File: src/rtl/sd_cmd_responder_if.sv
// SD command-line bundle between the card-side responder and its neighbours:
// host clock and pad signals plus the command/response handshake with card logic.
interface sd_cmd_responder_if;
  logic         sd_clk;
  logic         cmd_in;
  logic         cmd_out;
  logic         cmd_oe;
  logic         cmd_valid;
  logic [5:0]   cmd_index;
  logic [31:0]  cmd_arg;
  logic         cmd_err;
  logic         resp_valid;
  logic         resp_long;
  logic [126:0] resp_data;
  logic         resp_ready;
  logic         busy;

  // Host pads and card logic side
  modport master (
    output sd_clk, cmd_in, resp_valid, resp_long, resp_data,
    input  cmd_out, cmd_oe, cmd_valid, cmd_index, cmd_arg, cmd_err, resp_ready, busy
  );

  // Responder side
  modport slave (
    input  sd_clk, cmd_in, resp_valid, resp_long, resp_data,
    output cmd_out, cmd_oe, cmd_valid, cmd_index, cmd_arg, cmd_err, resp_ready, busy
  );
endinterface

File: src/rtl/sd_cmd_responder.sv
// SD card-side command responder: receives 48-bit host commands on the CMD
// line (sampled on sd_clk rise), checks CRC7/end bit, reports them to card
// logic, then transmits a 48-bit or 136-bit response driven on sd_clk fall.
// sd_clk is oversampled by clk through a 2-FF synchronizer.
module sd_cmd_responder #(
  parameter int NCR_MAX = 64
) (
  input logic           clk,
  input logic           rst,
  sd_cmd_responder_if.slave sd
);

  localparam int NCR_W = $clog2(NCR_MAX + 1);
  localparam logic [NCR_W-1:0] NCR_LIM = NCR_W'(NCR_MAX);
  localparam logic [NCR_W-1:0] NCR_MIN = NCR_W'(2);

  typedef enum logic [2:0] {
    IDLE      = 3'd0,
    RX        = 3'd1,
    WAIT_RESP = 3'd2,
    TX        = 3'd3,
    RELEASE   = 3'd4
  } state_t;

  state_t state, next_state;

  // CRC7 (x^7 + x^3 + 1), one bit, MSB first
  function automatic logic [6:0] crc7_step(input logic [6:0] c, input logic b);
    logic fb;
    fb = b ^ c[6];
    return {c[5:0], 1'b0} ^ (fb ? 7'h09 : 7'h00);
  endfunction

  // CRC7 over the 40 leading bits of a short response
  function automatic logic [6:0] crc7_word(input logic [39:0] d);
    logic [6:0] c;
    c = 7'd0;
    for (int i = 39; i >= 0; i--) c = crc7_step(c, d[i]);
    return c;
  endfunction

  logic       sd_clk_s1, sd_clk_s2, sd_clk_s3;
  logic       cmd_s1, cmd_s2;
  logic       rise, fall;

  logic [44:0]      rx_shift;   // received bits 45..1 of the frame, bit 1 at [0]
  logic [5:0]       rx_cnt;     // bits received so far (start bit = 0)
  logic [6:0]       crc;
  logic [NCR_W-1:0] ncr_cnt;
  logic [135:0]     tx_shift;
  logic [7:0]       tx_cnt;     // bits still to drive, including the current one
  logic             rel_done;

  logic        drv_bit, drv_en;
  logic        valid_pulse, err_hold, ready_pulse;
  logic [5:0]  idx_hold;
  logic [31:0] arg_hold;

  logic rx_start, rx_shift_en, rx_done, tx_load;
  logic frame_err;

  logic [39:0]  short_body;
  logic [47:0]  short_frame;
  logic [135:0] long_frame;

  assign rise = sd_clk_s2 & ~sd_clk_s3;
  assign fall = ~sd_clk_s2 & sd_clk_s3;

  // When the end bit arrives, rx_shift[6:0] holds the received CRC field
  assign frame_err = (rx_shift[6:0] != crc) || !cmd_s2;

  assign short_body  = {2'b00, sd.resp_data[37:0]};
  assign short_frame = {short_body, crc7_word(short_body), 1'b1};
  assign long_frame  = {2'b00, 6'b111111, sd.resp_data, 1'b1};

  assign sd.cmd_out    = drv_bit;
  assign sd.cmd_oe     = drv_en;
  assign sd.cmd_valid  = valid_pulse;
  assign sd.cmd_index  = idx_hold;
  assign sd.cmd_arg    = arg_hold;
  assign sd.cmd_err    = err_hold;
  assign sd.resp_ready = ready_pulse;
  assign sd.busy       = (state != IDLE);

  // Synchronize sd_clk and cmd_in together so cmd is aligned with the strobes
  always_ff @(posedge clk or posedge rst) begin
    if (rst) begin
      sd_clk_s1 <= 1'b0;
      sd_clk_s2 <= 1'b0;
      sd_clk_s3 <= 1'b0;
      cmd_s1    <= 1'b1;
      cmd_s2    <= 1'b1;
    end else begin
      sd_clk_s1 <= sd.sd_clk;
      sd_clk_s2 <= sd_clk_s1;
      sd_clk_s3 <= sd_clk_s2;
      cmd_s1    <= sd.cmd_in;
      cmd_s2    <= cmd_s1;
    end
  end

  // State register
  always_ff @(posedge clk or posedge rst) begin
    if (rst) state <= IDLE;
    else     state <= next_state;
  end

  // Next-state decode and per-cycle control strobes
  always_comb begin
    next_state  = state;
    rx_start    = 1'b0;
    rx_shift_en = 1'b0;
    rx_done     = 1'b0;
    tx_load     = 1'b0;
    case (state)
      IDLE: begin
        if (rise && !cmd_s2) begin
          rx_start   = 1'b1;
          next_state = RX;
        end
      end
      RX: begin
        if (rise) begin
          if (rx_cnt == 6'd1 && !cmd_s2) begin
            next_state = IDLE;                 // transmission bit must be 1
          end else begin
            rx_shift_en = 1'b1;
            if (rx_cnt == 6'd47) begin
              rx_done    = 1'b1;
              next_state = frame_err ? IDLE : WAIT_RESP;
            end
          end
        end
      end
      WAIT_RESP: begin
        if (ncr_cnt >= NCR_MIN && sd.resp_valid) begin
          tx_load    = 1'b1;
          next_state = TX;
        end else if (ncr_cnt == NCR_LIM) begin
          next_state = IDLE;
        end
      end
      TX: begin
        if (fall && tx_cnt == 8'd1) next_state = RELEASE;
      end
      RELEASE: begin
        if (fall && rel_done) next_state = IDLE;
      end
      default: next_state = IDLE;
    endcase
  end

  // Counters, CRC, command report, handshake pulses and pad drive
  always_ff @(posedge clk or posedge rst) begin
    if (rst) begin
      rx_cnt      <= 6'd0;
      crc         <= 7'd0;
      ncr_cnt     <= '0;
      tx_cnt      <= 8'd0;
      rel_done    <= 1'b0;
      drv_bit     <= 1'b1;
      drv_en      <= 1'b0;
      valid_pulse <= 1'b0;
      err_hold    <= 1'b0;
      ready_pulse <= 1'b0;
      idx_hold    <= 6'd0;
      arg_hold    <= 32'd0;
    end else begin
      valid_pulse <= rx_done;
      ready_pulse <= tx_load;

      // The start bit is 0, so the CRC after it is still 0
      if (rx_start) begin
        rx_cnt <= 6'd1;
        crc    <= 7'd0;
      end else if (rx_shift_en) begin
        rx_cnt <= rx_cnt + 6'd1;
        if (rx_cnt <= 6'd39) crc <= crc7_step(crc, cmd_s2);
      end

      if (rx_done) begin
        idx_hold <= rx_shift[44:39];
        arg_hold <= rx_shift[38:7];
        err_hold <= frame_err;
        ncr_cnt  <= '0;
      end else if (state == WAIT_RESP && fall && ncr_cnt != NCR_LIM) begin
        ncr_cnt <= ncr_cnt + NCR_W'(1);
      end

      if (tx_load) begin
        tx_cnt   <= sd.resp_long ? 8'd136 : 8'd48;
        rel_done <= 1'b0;
      end else if (state == TX && fall) begin
        drv_bit <= tx_shift[135];
        drv_en  <= 1'b1;
        tx_cnt  <= tx_cnt - 8'd1;
      end else if (state == RELEASE && fall) begin
        drv_bit <= 1'b1;
        if (rel_done) begin
          drv_en <= 1'b0;
        end else begin
          drv_en   <= 1'b1;
          rel_done <= 1'b1;
        end
      end
    end
  end

  // Frame shifters carry data only and need no reset
  always_ff @(posedge clk) begin
    if (rx_start || rx_shift_en) rx_shift <= {rx_shift[43:0], cmd_s2};
    if (tx_load)                 tx_shift <= sd.resp_long ? long_frame : {short_frame, 88'd0};
    else if (state == TX && fall) tx_shift <= {tx_shift[134:0], 1'b1};
  end

endmodule

File: src/flat_wrapper.sv
// flat-port wrapper written by rule: the top's interface ports become plain ports
module sd_cmd_responder_flat 
#(
  parameter int NCR_MAX = 64
)
  (clk, rst, sd_sd_clk, sd_cmd_in, sd_resp_valid, sd_resp_long, sd_resp_data, sd_cmd_out, sd_cmd_oe, sd_cmd_valid, sd_cmd_index, sd_cmd_arg, sd_cmd_err, sd_resp_ready, sd_busy);
  sd_cmd_responder_if sd_i ();
  input logic clk;
  input logic rst;
  input wire logic [$bits(sd_i.sd_clk)-1:0] sd_sd_clk;
  input wire logic [$bits(sd_i.cmd_in)-1:0] sd_cmd_in;
  input wire logic [$bits(sd_i.resp_valid)-1:0] sd_resp_valid;
  input wire logic [$bits(sd_i.resp_long)-1:0] sd_resp_long;
  input wire logic [$bits(sd_i.resp_data)-1:0] sd_resp_data;
  output wire logic [$bits(sd_i.cmd_out)-1:0] sd_cmd_out;
  output wire logic [$bits(sd_i.cmd_oe)-1:0] sd_cmd_oe;
  output wire logic [$bits(sd_i.cmd_valid)-1:0] sd_cmd_valid;
  output wire logic [$bits(sd_i.cmd_index)-1:0] sd_cmd_index;
  output wire logic [$bits(sd_i.cmd_arg)-1:0] sd_cmd_arg;
  output wire logic [$bits(sd_i.cmd_err)-1:0] sd_cmd_err;
  output wire logic [$bits(sd_i.resp_ready)-1:0] sd_resp_ready;
  output wire logic [$bits(sd_i.busy)-1:0] sd_busy;
  assign sd_i.sd_clk = sd_sd_clk;
  assign sd_i.cmd_in = sd_cmd_in;
  assign sd_i.resp_valid = sd_resp_valid;
  assign sd_i.resp_long = sd_resp_long;
  assign sd_i.resp_data = sd_resp_data;
  assign sd_cmd_out = sd_i.cmd_out;
  assign sd_cmd_oe = sd_i.cmd_oe;
  assign sd_cmd_valid = sd_i.cmd_valid;
  assign sd_cmd_index = sd_i.cmd_index;
  assign sd_cmd_arg = sd_i.cmd_arg;
  assign sd_cmd_err = sd_i.cmd_err;
  assign sd_resp_ready = sd_i.resp_ready;
  assign sd_busy = sd_i.busy;
  sd_cmd_responder #(.NCR_MAX(NCR_MAX)) u_core (.clk(clk), .rst(rst), .sd(sd_i));
endmodule
File: config.mk
export PLATFORM = sky130hd
export DESIGN_NAME = sd_cmd_responder_flat
export DESIGN_NICKNAME = d
export VERILOG_FILES = /design/src/rtl/sd_cmd_responder_if.sv /design/src/rtl/sd_cmd_responder.sv /design/src/flat_wrapper.sv
export SDC_FILE = /design/constraint.sdc
export NUM_CORES = 1
export LEC_CHECK = 0
export CAP_MARGIN = 30
export CORE_MARGIN = 3
export CORE_UTILIZATION = 54
export DETAILED_ROUTE_END_ITERATION = 10
export PLACE_DENSITY = 0.8
export SYNTH_ARGS = -nofsm -noshare
export SYNTH_HDL_FRONTEND = slang
export SYNTH_SLANG_ARGS = --single-unit
File: constraint.sdc
create_clock -name clk -period 6.87 [get_ports clk]
set_clock_uncertainty 0.05 [all_clocks]
set_input_delay 1.7175 -clock clk [delete_from_list [all_inputs] [get_ports clk]]
set_output_delay 1.7175 -clock clk [all_outputs]
set_load 0.005 [all_outputs]
==> results.toml <==
[critical_path]
cp-start-kind = "input port"
cp_slowest_stage_delay_ns = 0.57
cp-startpoint = "sd_resp_data[36]"
end_kind = "flop"
cp_cell_sequence = "clkdlybuf4s50_1 -> xor3_2 -> xnor3_1 -> xor3_2 -> xnor2_4 -> xnor3_1 -> o21ai_1 -> mux2_2"
critPathRequiredTime_ns = 7.10
r2r_start = "u_core.ncr_cnt[2]"
cp_slowest_cell = "clkdlybuf4s50_1"
crit_fanout = 5
path_class = "in -> reg"
cp_data_arrival_time_ns = 4.55

[yosys]
ys_async_sr_fraction = 0.3065
netlist_area_um2 = 11830
syn_nets = 1138
synth_edf_count = 181
yosysWarnings = 0
ys_seq_area_frac = 0.6291
synthDistinctLibCells = 44
yosys_most_used_dff = "edfxtp_1"
syn-instance-count = 998
syn-mean-instance-area_um2 = 11.85
synth_seq_cells = 261

[clocking]
cts.sinks = 261
cts_tree = "yes"
cts_made_buffers = 27
ctsHtreeMaxLevel = 1
clock-root-buffer = "clkbuf_16"
clkLatencyLatePin_ns = 0.53
cts_resized = 0
hold_buffers = 0
cts_buffer_depth = 3
postCtsSetupBuffers = 0
path_clk_slew_ns = 0.06

[place]
port_buffers = 176
place.gp.congestion = 0.8256
place_inst = 1404
hpwlAfterDp_um = 15830

[timing]
worst_pin_slew_ns = 0.9647
hold_violations = 0
hold_slack_ns = 0.3076
fin_tns_setup_ns = 0
period_needed_ns = 4.324
max_freq_ghz = 0.2313
max-slew-margin-rel = 0.3569
slew_violations = 0
fin_crit_sh = 0.6294
setup_viol = 0
rsz0062_at_grt = "false"

[routing]
ant_nets = 0
route.detailed.drc = 0
first_pass_iters = 5
vias = 7985
initialDrtViolationCount = 457
avgRoutedWirePerCell_um = 16.64
wl_um = 24210
avgViaCountPerCell = 5.488

[grt]
grt-ovfl-total = 0
grt_pass1_vias = 7797
grt_pass1_wl_um = 39390
grt_util_all_layers = 0.1992
grt_max_degree = 105
antenna_found_initial = 2

[cells_and_area]
syn2layout_area_growth_pct = 24.71
fin_cells = 1455
fin_nets = 1298
fill_cells = 1533
drive_above_1_share = 0.09160
fin_util = 0.6929

[die]
initial_core_util = 0.5556
die_x_um = 154.0
pin_count = 177
coreArea_um2 = 21290
dieHeight_um = 154.0
die-area_um2 = 23710
placementRows = 53

[hold_path]
worstHoldStart = "u_core.cmd_s1"
min_path_type = "reg -> reg"

[pwr]
power_density_nw_per_um2 = 276.6
power_mw = 4.080
power.leakage_nw = 5.951
ir_drop_mv = 0.1809

[flow_run]
maxCapViolations = 0

[run_status]
outcome = "finished clean"
-- flip-flops by register name, summed over array words and instances, names as in the netlist, 3 cells and up --
signal               flops
u_core.sd.cmd_index      6
u_core.tx_shift        136
u_core.rx_shift         45
u_core.tx_cnt            8
u_core.rx_cnt            6
u_core.ncr_cnt           7
u_core.state             3
u_core.sd.cmd_arg       32
u_core.crc               7
-- routing by layer --
metal	share of wire	track usage
met1	0.43	0.2765
met2	0.49	0.3311
met3	0.058	0.03265
met4	0.022	0.05130
met5	0.00037	0
-- critical path, delay by kind of cell --
kind | cells | cell delay, ns
muxes | 1 | 0.29
xor gates and xnor gates | 5 | 1.91
AOI/OAI and AO/OA | 1 | 0.07
buffers and inverters | 1 | 0.57
-- placed cells by master (no fill, tap or decap), types with 6 or more instances in the layout --
master,n
nor2_1,26
dfrtp_1,77
xnor3_1,15
mux2i_1,33
xor2_1,28
clkbuf_1,6
o21ai_0,61
mux2_2,41
clkdlybuf4s50_1,175
clkbuf_8,7
clkinv_2,7
ha_1,7
a21oi_1,14
nand3_1,91
nand4_1,6
and3_1,7
buf_4,9
xnor2_1,36
inv_1,12
nand2_1,256
clkbuf_16,29
edfxtp_1,181
-- kinds of logic (layout without fill, tap and decap cells) --
| group | count (synthesis) | after routing | synth area share |
|---|---|---|---|
| compound gates | 93 | 93 | 0.04348 |
| xor+xnor | 82 | 82 | 0.08251 |
| fa+ha+maj | 7 | 7 | 0.007405 |
| buf+inv | 68 | 249 | 0.02158 |
| flops | 261 | 261 | 0.6291 |
| mux | 74 | 74 | 0.06696 |
| other cells | 0 | 1 | 0 |
| simple gates | 413 | 413 | 0.1489 |
-- layout make-up --
class	count	area, um^2	share of cell area
antenna	1	2.502	0.0001696
clock buffer	42	844.6	0.05726
clock inverter	8	68.82	0.004665
inverter	14	53.80	0.003647
multi-input combinational	669	4156	0.2818
sequential	261	7441	0.5045
tap	275	344.1	0.02333
timing repair buffer	185	1839	0.1247
-- metrics by stage --
| step | worst slack [ns] | cell area (um^2) |
|---|---|---|
| floorplan | 1.136 | 11830 |
| global placement | 2.069 | 13810 |
| detailed placement | 1.995 | 13830 |
| CTS | 2.565 | 14750 |
| global route | 2.410 | 14750 |
| finish | 2.546 | 14750 |
-- power by group --
group | internal (mW) | switching, mW | total, mW
clock | 0.882 | 0.591 | 1.47
sequential | 1.80 | 0.0814 | 1.88
combinational | 0.387 | 0.344 | 0.731
total | 3.06 | 1.02 | 4.08
-- cell usage after synthesis (14+ instances only) --
library cell	instances	share of area
a21oi_1	14	0.0059
clkbuf_1	44	0.014
dfrtp_1	77	0.16
edfxtp_1	181	0.46
inv_1	14	0.0044
mux2_2	41	0.039
mux2i_1	33	0.028
nand2_1	257	0.082
nand3_1	91	0.039
nor2_1	26	0.0083
o21ai_0	62	0.026
xnor2_1	36	0.027
xnor3_1	15	0.029
xor2_1	28	0.021
-- final timing paths --
kind / depth (start not counted) / endpoint / slack (ns)
hold reg to reg: 0 / u_core.cmd_s2 / 0.31
setup / recovery: 8 / u_core.tx_shift[89] / 2.55
hold / removal: 0 / u_core.cmd_s2 / 0.31
max in group asynchronous: 3 / u_core.rel_done / 4.29
min in group asynchronous: 2 / u_core.crc[2] / 1.41
setup reg to reg: 10 / u_core.tx_shift[92] / 3.22
Note: power is estimated with default switching activity, not from simulation.
==> edit (config.mk and constraints unchanged) <==
Encoding of `state_t`: now one-hot (5 bits for 5 states).
--- a/src/rtl/sd_cmd_responder.sv
+++ b/src/rtl/sd_cmd_responder.sv
@@ -15,10 +15,10 @@
   localparam logic [NCR_W-1:0] NCR_MIN = NCR_W'(2);
 
-  typedef enum logic [2:0] {
-    IDLE      = 3'd0,
-    RX        = 3'd1,
-    WAIT_RESP = 3'd2,
-    TX        = 3'd3,
-    RELEASE   = 3'd4
+  typedef enum logic [4:0] {
+    IDLE      = 5'b00001,
+    RX        = 5'b00010,
+    WAIT_RESP = 5'b00100,
+    TX        = 5'b01000,
+    RELEASE   = 5'b10000
   } state_t;
 
Function: same outputs for any inputs over 10 cycles, from zero or initial values and one cycle with rst high; not proved beyond that.
==> edit against the unedited design <==
  * Sequential cell count grew 2
  * Largest power group unchanged
  * Maximum frequency increased by 2.5%
  * Design area up 1.2%
  * Synthesized area grew 0.41%
  * Total power down 1.4%
  * Synthesized cell count is 7.7% higher
  * Worst setup slack improved by 0.11 ns
  * Routed wire length increased by 13%
  * Global-route usage rose by 2.8 points
==> edit: results (changes against the unedited design) <==
* Top cells by area, synth: edfxtp_1, dfrtp_1, nand2_1, nand3_1, mux2i_1
* # H-tree levels at 1 (unchanged)
* Multiplexer area fraction after synthesis at 3.12% (-3.6 points)
* Synth cell types at 50 (+14%)
* Worst Tran Pin Value at 0.898 ns (-0.0670 ns)
* Via count at 8508 (+6.5%)
* Global-route wire length before repair at 44100 µm (+12%)
* Switch share at 23.0% (-1.9 points)
* HPWL after DPL at 17900 µm (+13%)
* Worst-path clk slew at 0.06 ns (about the same)
* Crit Reg-Reg Startpoint: u_core.rx_cnt[1]
* Ant. Diodes at 0 (-1)
* Share of layout cells above drive strength 1 at 6.05% (-3.1 points)
* Commonest cells in the netlist: nand2_1, edfxtp_1, nand3_1
* Status: completed
* Slowest stage cell, crit path: clkdlybuf4s50_1
* CP arrival at 4.44 ns (-0.11 ns)
* Largest net degree at the start of global routing at 96 (-8.6%)
* Worst ir drop on vdd at 0.254 mV (+40%)
* Worst setup startpoint: sd_resp_data[33]
* Yosys warning total at 0 (unchanged)
* Hold Startpoint: u_core.sd_clk_s1
* Total CTS buffers at 27 (unchanged)
* Initial antenna violation count at 0 (-2)
* Cell family with most CP delay: XOR/XNOR gates
* Layout Nets at 1376 (+6.0%)
* Leakage Power at 0.00601 µW (+1.0%)
* XOR/XNOR share of the synthesized area at 7.73% (-0.52 points)
* Syn_nets at 1215 (+6.8%)
* Synth async-reset ratio at 31.2% (+0.53 points)
* Routability-driven placement congestion ratio at 0.819 (-0.76%)
* Hold Crit Class: reg2reg
* GRT Total Usage at 22.7% (+2.8 points)
* Initial drt markers at 772 (+69%)
* Clock latency at the later pin of the worst-skew pair at 0.53 ns (about the same)
* Compound-Gate Fraction of Synth Area at 3.19% (-1.2 points)
* Routed wire length per instance at 17.9 µm (+7.4%)
* Crit path max fanout at 4 (-1)
* Vias in the first global route at 8536 (+9.5%)
* Adder-cell share of the synthesized area at 0.737% (-0.0030 points)
* Sequential fraction of the synthesis area at 63.1% (+0.17 points)
## edit: cell count changes after synthesis, moves of 7 or more
cell     delta
xor2_1      -9
mux2_2     -41
nand3_1    +23
o21ai_0    -14
a21oi_1     -9
nand2_1   +110
buf_1       +7
## edit: final cells by class
class	count	area (µm²)
well taps	275	344
inverters	11	43.8
repair buffers	190	1910
fillers	1494	6360
clock buffers	28	701
flip-flops and latches	263	7490
clock inverters	22	303
multi-input cells	743	4130
## edit: power groups by stage
stage          sequential [µW]  clock [µW]  combinational, µW
2_1_floorplan             1820           0                412
3_3_place_gp              1830           0                559
3_5_place_dp              1830           0                591
4_1_cts                   1800        1650                596
5_1_grt                   1810        1720                643
6_report                  1800        1620                598
## edit: worst paths after layout
path | to | slack (ns) | cells past startpoint
worst max-delay path | u_core.tx_shift[94] | 2.65 | 8
worst min-delay path | u_core.sd_clk_s2 | 0.30 | 0
worst max register to register | u_core.sd.cmd_arg[0] | 3.78 | 12
worst min register to register | u_core.sd_clk_s2 | 0.30 | 0
max in group asynchronous | u_core.sd.cmd_out | 4.60 | 4
min in group asynchronous | u_core.sd.cmd_arg[13] | 1.51 | 3
## edit: kinds of logic after synthesis
logic type / after synthesis
multiplexers: 37
AO/OA/AOI/OAI: 68
XOR/XNOR: 76
AND/OR/NAND/NOR: 555
flip-flops: 263
adder cells (fa/ha/maj): 7
buffers and inverters: 69
## edit: through the flow
stage	hold WS, ns	instances	instance area [µm²]	setup slack, ns	total power (µW)
2_1_floorplan	0.281	1075	11900	0.669	2230
3_3_place_gp	0.287	1479	13900	2.22	2390
3_5_place_dp	0.286	1481	13900	2.16	2420
4_1_cts	0.299	1531	14900	2.71	4050
5_1_grt	0.314	1532	14900	2.60	4170
6_report	0.298	1532	14900	2.65	4020
## edit: routing by layer
metal / part of all wire, % / vias to the layer above / global-route usage, %
li1: - / 4021 / -
met1: 41 / 4156 / 30.3
met2: 50 / 278 / 38.7
met3: 6.4 / 53 / 4.28
met4: 2.8 / 0 / 6.01
met5: 0 / - / 0
## edit: worst reg2reg max path: cells and delay by family (launching register included)
kind	cells	cell delay, ns
buffers and inverters	5	1.23
AND/OR/NAND/NOR	6	1.17
flip-flops	1	0.41
adder cells (fa/ha/maj)	1	0.12
